`config.mk`:
```
export PLATFORM = sky130hd
export DESIGN_NAME = sipo_deser
export DESIGN_NICKNAME = d
export VERILOG_FILES = /design/src/rtl/sipo_pkg.sv /design/src/rtl/sipo_bit_cnt.sv /design/src/rtl/sipo_deser.sv
export SDC_FILE = /design/constraint.sdc
export NUM_CORES = 1
export LEC_CHECK = 0
export CELL_PAD_IN_SITES_DETAIL_PLACEMENT = 0
export CELL_PAD_IN_SITES_GLOBAL_PLACEMENT = 2
export CORE_MARGIN = 2
export CORE_UTILIZATION = 30
export CTS_CLUSTER_DIAMETER = 100
export DETAILED_ROUTE_END_ITERATION = 8
export PLACE_DENSITY_LB_ADDON = 0.1
export SYNTH_ARGS = -nofsm -noshare
export SYNTH_HDL_FRONTEND = slang
export SYNTH_HIERARCHICAL = 1
export SYNTH_SLANG_ARGS = --single-unit
```
`constraint.sdc`:
```
create_clock -name clk -period 1.7 [get_ports clk]
set_input_delay 0.425 -clock clk [delete_from_list [all_inputs] [get_ports clk]]
set_output_delay 0.425 -clock clk [all_outputs]
set_load 0.05 [all_outputs]
```
`src/rtl/sipo_pkg.sv`:
```
// sipo_pkg -- shared constants and helpers for the serial-in/parallel-out
// deserializer.
//   WIDTH_DEF   : default data bits per word
//   PARITY_BITS : 1 when SIPO_DESER_PARITY_EN is defined, else 0
//   FRAME_DEF   : frame length for the default width
//   cnt_w()     : bit-counter width for a given data width
//   frame_len() : frame length (data bits plus optional parity bit)
// Optional feature macro: SIPO_DESER_PARITY_EN.
package sipo_pkg;

  localparam int WIDTH_DEF = 4;

`ifdef SIPO_DESER_PARITY_EN
  localparam int PARITY_BITS = 1;
`else
  localparam int PARITY_BITS = 0;
`endif

  localparam int FRAME_DEF = WIDTH_DEF + PARITY_BITS;

  // Wide enough to count 0..WIDTH, which covers a parity-extended frame.
  function automatic int cnt_w(input int width);
    return $clog2(width + 1);
  endfunction

  function automatic int frame_len(input int width);
    return width + PARITY_BITS;
  endfunction

endpackage

```
`src/rtl/sipo_bit_cnt.sv`:
```
// sipo_bit_cnt -- frame bit counter for sipo_deser.
// Counts accepted bits 0..TERM and wraps to 0 only when a bit is accepted
// at the terminal count.
// Ports:
//   clk   : clock, rising edge
//   rst_n : asynchronous active-low reset
//   inc   : count one accepted bit
//   clr   : synchronous clear, wins over inc
//   tc    : counter is at TERM (the next accepted bit completes the frame)
module sipo_bit_cnt
  import sipo_pkg::*;
#(
  parameter int CNT_W = cnt_w(WIDTH_DEF),
  parameter int TERM  = FRAME_DEF - 1
) (
  input  logic clk,
  input  logic rst_n,
  input  logic inc,
  input  logic clr,
  output logic tc
);

  logic [CNT_W-1:0] cnt;

  assign tc = (cnt == CNT_W'(TERM));

  always_ff @(posedge clk or negedge rst_n) begin
    if (!rst_n) begin
      cnt <= '0;
    end else if (clr) begin
      cnt <= '0;
    end else if (inc) begin
      cnt <= tc ? '0 : cnt + 1'b1;
    end
  end

endmodule

```
`src/rtl/sipo_deser.sv`:
```
// sipo_deser -- serial-in / parallel-out deserializer with valid/ready
// handshakes on both sides.
// Ports:
//   clk      : clock, rising edge
//   rst_n    : asynchronous active-low reset
//   clr      : synchronous discard of the partial word
//   si       : serial data bit
//   si_valid : si holds a bit
//   si_ready : block accepts si this cycle
//   po       : assembled word (registered)
//   po_valid : po holds an unconsumed word
//   po_ready : consumer takes po this cycle
//   par_err  : (SIPO_DESER_PARITY_EN only) even-parity error, registered with po
// Parameters: WIDTH (2..32), MSB_FIRST (1: first bit lands in po[WIDTH-1]).
// Optional feature macro: SIPO_DESER_PARITY_EN adds a trailing even-parity
// bit to each frame and the par_err output.
module sipo_deser
  import sipo_pkg::*;
#(
  parameter int WIDTH     = WIDTH_DEF,
  parameter bit MSB_FIRST = 1'b1
) (
  input  logic             clk,
  input  logic             rst_n,
  input  logic             clr,
  input  logic             si,
  input  logic             si_valid,
  output logic             si_ready,
  output logic [WIDTH-1:0] po,
  output logic             po_valid,
  input  logic             po_ready
`ifdef SIPO_DESER_PARITY_EN
  ,
  output logic             par_err
`endif
);

  localparam int FRAME = frame_len(WIDTH);
  localparam int CNT_W = cnt_w(WIDTH);

  logic             last;
  logic             accept;
  logic             xfer;
  logic             sr_en;
  logic [WIDTH-1:0] sr;
  logic [WIDTH-1:0] sr_shift;
  logic [WIDTH-1:0] word;

  sipo_bit_cnt #(
    .CNT_W(CNT_W),
    .TERM (FRAME - 1)
  ) u_cnt (
    .clk  (clk),
    .rst_n(rst_n),
    .inc  (accept),
    .clr  (clr),
    .tc   (last)
  );

  // Only the frame-completing bit can be stalled, and only while the
  // previous word is still waiting for the consumer.
  assign si_ready = !(last && po_valid && !po_ready);
  assign accept   = si_valid && si_ready && !clr;
  assign xfer     = accept && last;

  assign sr_shift = MSB_FIRST ? {sr[WIDTH-2:0], si} : {si, sr[WIDTH-1:1]};

`ifdef SIPO_DESER_PARITY_EN
  // The final frame bit is parity: it is checked, never stored.
  assign sr_en = accept && !last;
  assign word  = sr;
`else
  // The final bit is data: the word includes the bit arriving this edge.
  assign sr_en = accept;
  assign word  = sr_shift;
`endif

  // Stage boundary: shift register and output word register
  always_ff @(posedge clk or negedge rst_n) begin
    if (!rst_n) begin
      sr       <= '0;
      po       <= '0;
      po_valid <= 1'b0;
`ifdef SIPO_DESER_PARITY_EN
      par_err  <= 1'b0;
`endif
    end else begin
      if (sr_en) begin
        sr <= sr_shift;
      end
      if (xfer) begin
        po       <= word;
        po_valid <= 1'b1;
`ifdef SIPO_DESER_PARITY_EN
        par_err  <= ^{sr, si};
`endif
      end else if (po_ready) begin
        po_valid <= 1'b0;
      end
    end
  end

endmodule

```
==> impl_metrics.toml <==
[yosys]
synth.mux.area_fraction = 0.183
yosysSeqAreaShare = 0.537
synth-edff-count = 0
ys_ff_latch = 11
ys.flop_type = "dfrtp_1"
netlist_area_um2 = 513
synth_top_family_by_area = "multiplexers"
yosysWarnings = 6
synth_cell_type_count = 16
async_flop_share = 1.00
synth_top_cell_by_area = "dfrtp_1"
yosys.area_share.simple = 0.178
synth_adder_area_share = 0.0244
yosys.area.top_type_share = 0.537
synth-compound-area-share = 0.0341
syn_inst = 38
synth_area_per_cell_um2 = 13.5
synthTopCellsByCount = "dfrtp_1, mux2_4, inv_1, mux2_2, nand2_1"
synth_xor_xnor_area_share = 0
synth_area_leaders = "dfrtp_1, mux2_4, mux2_2"
syn_nets = 45
synth.most_common_cell = "dfrtp_1"

[clock_tree]
path_clk_slew_ns = 0.07
numCtsBuffers = 3
insertion_delay_ns = 0.27
cts_buffer_depth = 2
cts.hold.buffers_added = 0
htree_num_levels = 1
clkSinkCount = 11
cts_tree = "yes"
clock-root-buffer = "clkbuf_4"

[place]
dp_hpwl_um = 723
placed_area_um2 = 656
io_buffers = 11
place.gp.congestion = 0.653

[final_layout]
area_growth_pct = 51.5
drive_above_1_share = 0.574
diodes = 0
layout.nets = 69
fin_area_um2 = 777

[global_route]
grt_pass1_vias = 389
grt_pass1_wl_um = 1700
grt_max_degree = 12
antenna_found_initial = 0
grt_usage = 0.120
overflow = 0

[floorplanning]
coreArea_um2 = 1560
rows = 14
ios = 12
die_w_um = 45.4
dieArea_um2 = 2060
fp.dieH_um = 45.4
initial_utilization = 0.329

[timing]
final.min_clock_period_ns = 1.69
maxSlewHeadroom = 0.667
worst_pin_slew_ns = 0.499
grt_setup_unrepaired = "yes"
setup_viol = 0
clock_skew_ns = 0.00584
fmax_mhz = 590
min_period_over_period = 0.996
hold_viol = 0
slew_violations = 0
hold_ws_ns = 0.490

[drt]
wl_um = 1050
wire_per_inst_um = 13.6
via_count = 359
detail-route-antenna-nets = 0
first_iter_violations = 3
first_pass_iters = 2
drc = 0
avgViaCountPerCell = 4.66

[worst_setup_path]
crit_path_end_kind = "output port"
worstPathRequired_ns = 1.27
r2r_cells = 8
critPathMaxFanout = 2
r2r_start = "u_cnt/cnt[1]$_DFFE_PN0P_"
r2r_slack_ns = 0.07
cp_data_arrival_time_ns = 1.27
worst-setup-path-type = "reg -> out"
startpoint_type = "flop"
r2r_end = "sr[0]$_DFFE_PN0P_"

[power_and_ir_drop]
intPower_uw = 438
p_per_area_nw_per_um2 = 756
seq_power_share = 0.520
p_comb_frac = 0.181
vdd.ir_drop.worst_v = 0.000605
leakage_uw = 0.000377
swShare = 0.255
pwr-share-clk = 0.299
switchingPower_uw = 150

[flow_run]
cap_viol_max_count = 0

[hold_path]
hold_path.class = "in -> async"

[run_status]
outcome = "complete, no violations"
-- worst max-delay path, stage by stage, from the launching register on --
cell      delay (ns)
dfrtp_1         0.39
ha_4            0.17
nand2b_4        0.06
inv_2           0.06
nand3b_1        0.14
buf_12          0.19
-- layout make-up --
class	instances	area (µm²)
repair buffers	20	188
well taps	16	20.0
flip-flops and latches	11	277
clock buffers	4	26.3
multi-input cells	23	255
fillers	157	782
inverters	3	11.3
-- through the flow --
stage          worst slack [ns]   util  instances  TNS, ns  total power, µW
2_1_floorplan           -0.0943      -         38   -0.438              355
3_3_place_gp           0.000829  0.421         65        0              389
3_5_place_dp            -0.0123  0.421         65  -0.0492              395
4_1_cts                 -0.0208  0.476         75  -0.0208              575
5_1_grt                 -0.0744  0.498         77   -0.109              622
6_report                0.00614  0.498         77        0              587
-- power groups by stage --
stage | clock network (µW) | registers (µW) | logic [µW]
6_report | 176 | 305 | 106
5_1_grt | 198 | 309 | 115
4_1_cts | 182 | 303 | 89.9
3_5_place_dp | 0 | 307 | 87.4
3_3_place_gp | 0 | 305 | 83.7
2_1_floorplan | 0 | 319 | 36.4
-- worst max path at each step --
stage	slack, ns	depth (start not counted)	start	endpoint
after detailed placement	-0.01	4	clr	po[0]$_DFFE_PN0P_
after CTS	-0.02	5	u_cnt/cnt[0]$_DFFE_PN0P_	si_ready
final	0.006	5	u_cnt/cnt[1]$_DFFE_PN0P_	si_ready
after global routing	-0.07	5	u_cnt/cnt[1]$_DFFE_PN0P_	si_ready
after floorplan	-0.09	6	u_cnt/cnt[0]$_DFFE_PN0P_	sr[0]$_DFFE_PN0P_
after global placement	0.0008	4	si_valid	po[0]$_DFFE_PN0P_
-- registers in the layout, indices dropped and copies added, names as in the netlist --
name and count:
po 4, sr 3, u_cnt/cnt 3, po_valid 1
-- placed cells by master (no fill, tap or decap) --
| master | n |
|---|---|
| inv_2 | 2 |
| buf_12 | 2 |
| nand3_1 | 1 |
| dfrtp_1 | 10 |
| nand2_1 | 2 |
| nand3b_1 | 2 |
| a21oi_2 | 1 |
| and3_4 | 1 |
| clkbuf_4 | 3 |
| ha_4 | 1 |
| a211oi_1 | 1 |
| clkbuf_1 | 1 |
| nor2b_4 | 1 |
| nand2b_1 | 2 |
| a21oi_1 | 1 |
| buf_4 | 13 |
| nand2_4 | 1 |
| mux2_4 | 7 |
| clkdlybuf4s50_1 | 5 |
| inv_1 | 1 |
| nand2b_4 | 2 |
| dfrtp_2 | 1 |
-- per-layer routing --
layer	vias to the layer above	global-route usage	share of wire
met5	-	0	0
met4	0	0.0353	0
met3	0	0.0600	0.048
met2	10	0.189	0.51
met1	176	0.143	0.44
li1	173	-	-
-- kinds of logic after synthesis --
family | after synthesis
flip-flops | 11
buffers and inverters | 4
adder cells (fa/ha/maj) | 1
multiplexers | 7
AND/OR/NAND/NOR | 12
AO/OA/AOI/OAI | 3
-- what timing repair did --
item	4_1_cts	5_1_grt
buffers inserted	6	2
resized for setup	2	6
pin swaps	1	1
setup endpoints to repair	1	7
No activity file was read; power rests on OpenSTA's default activity.
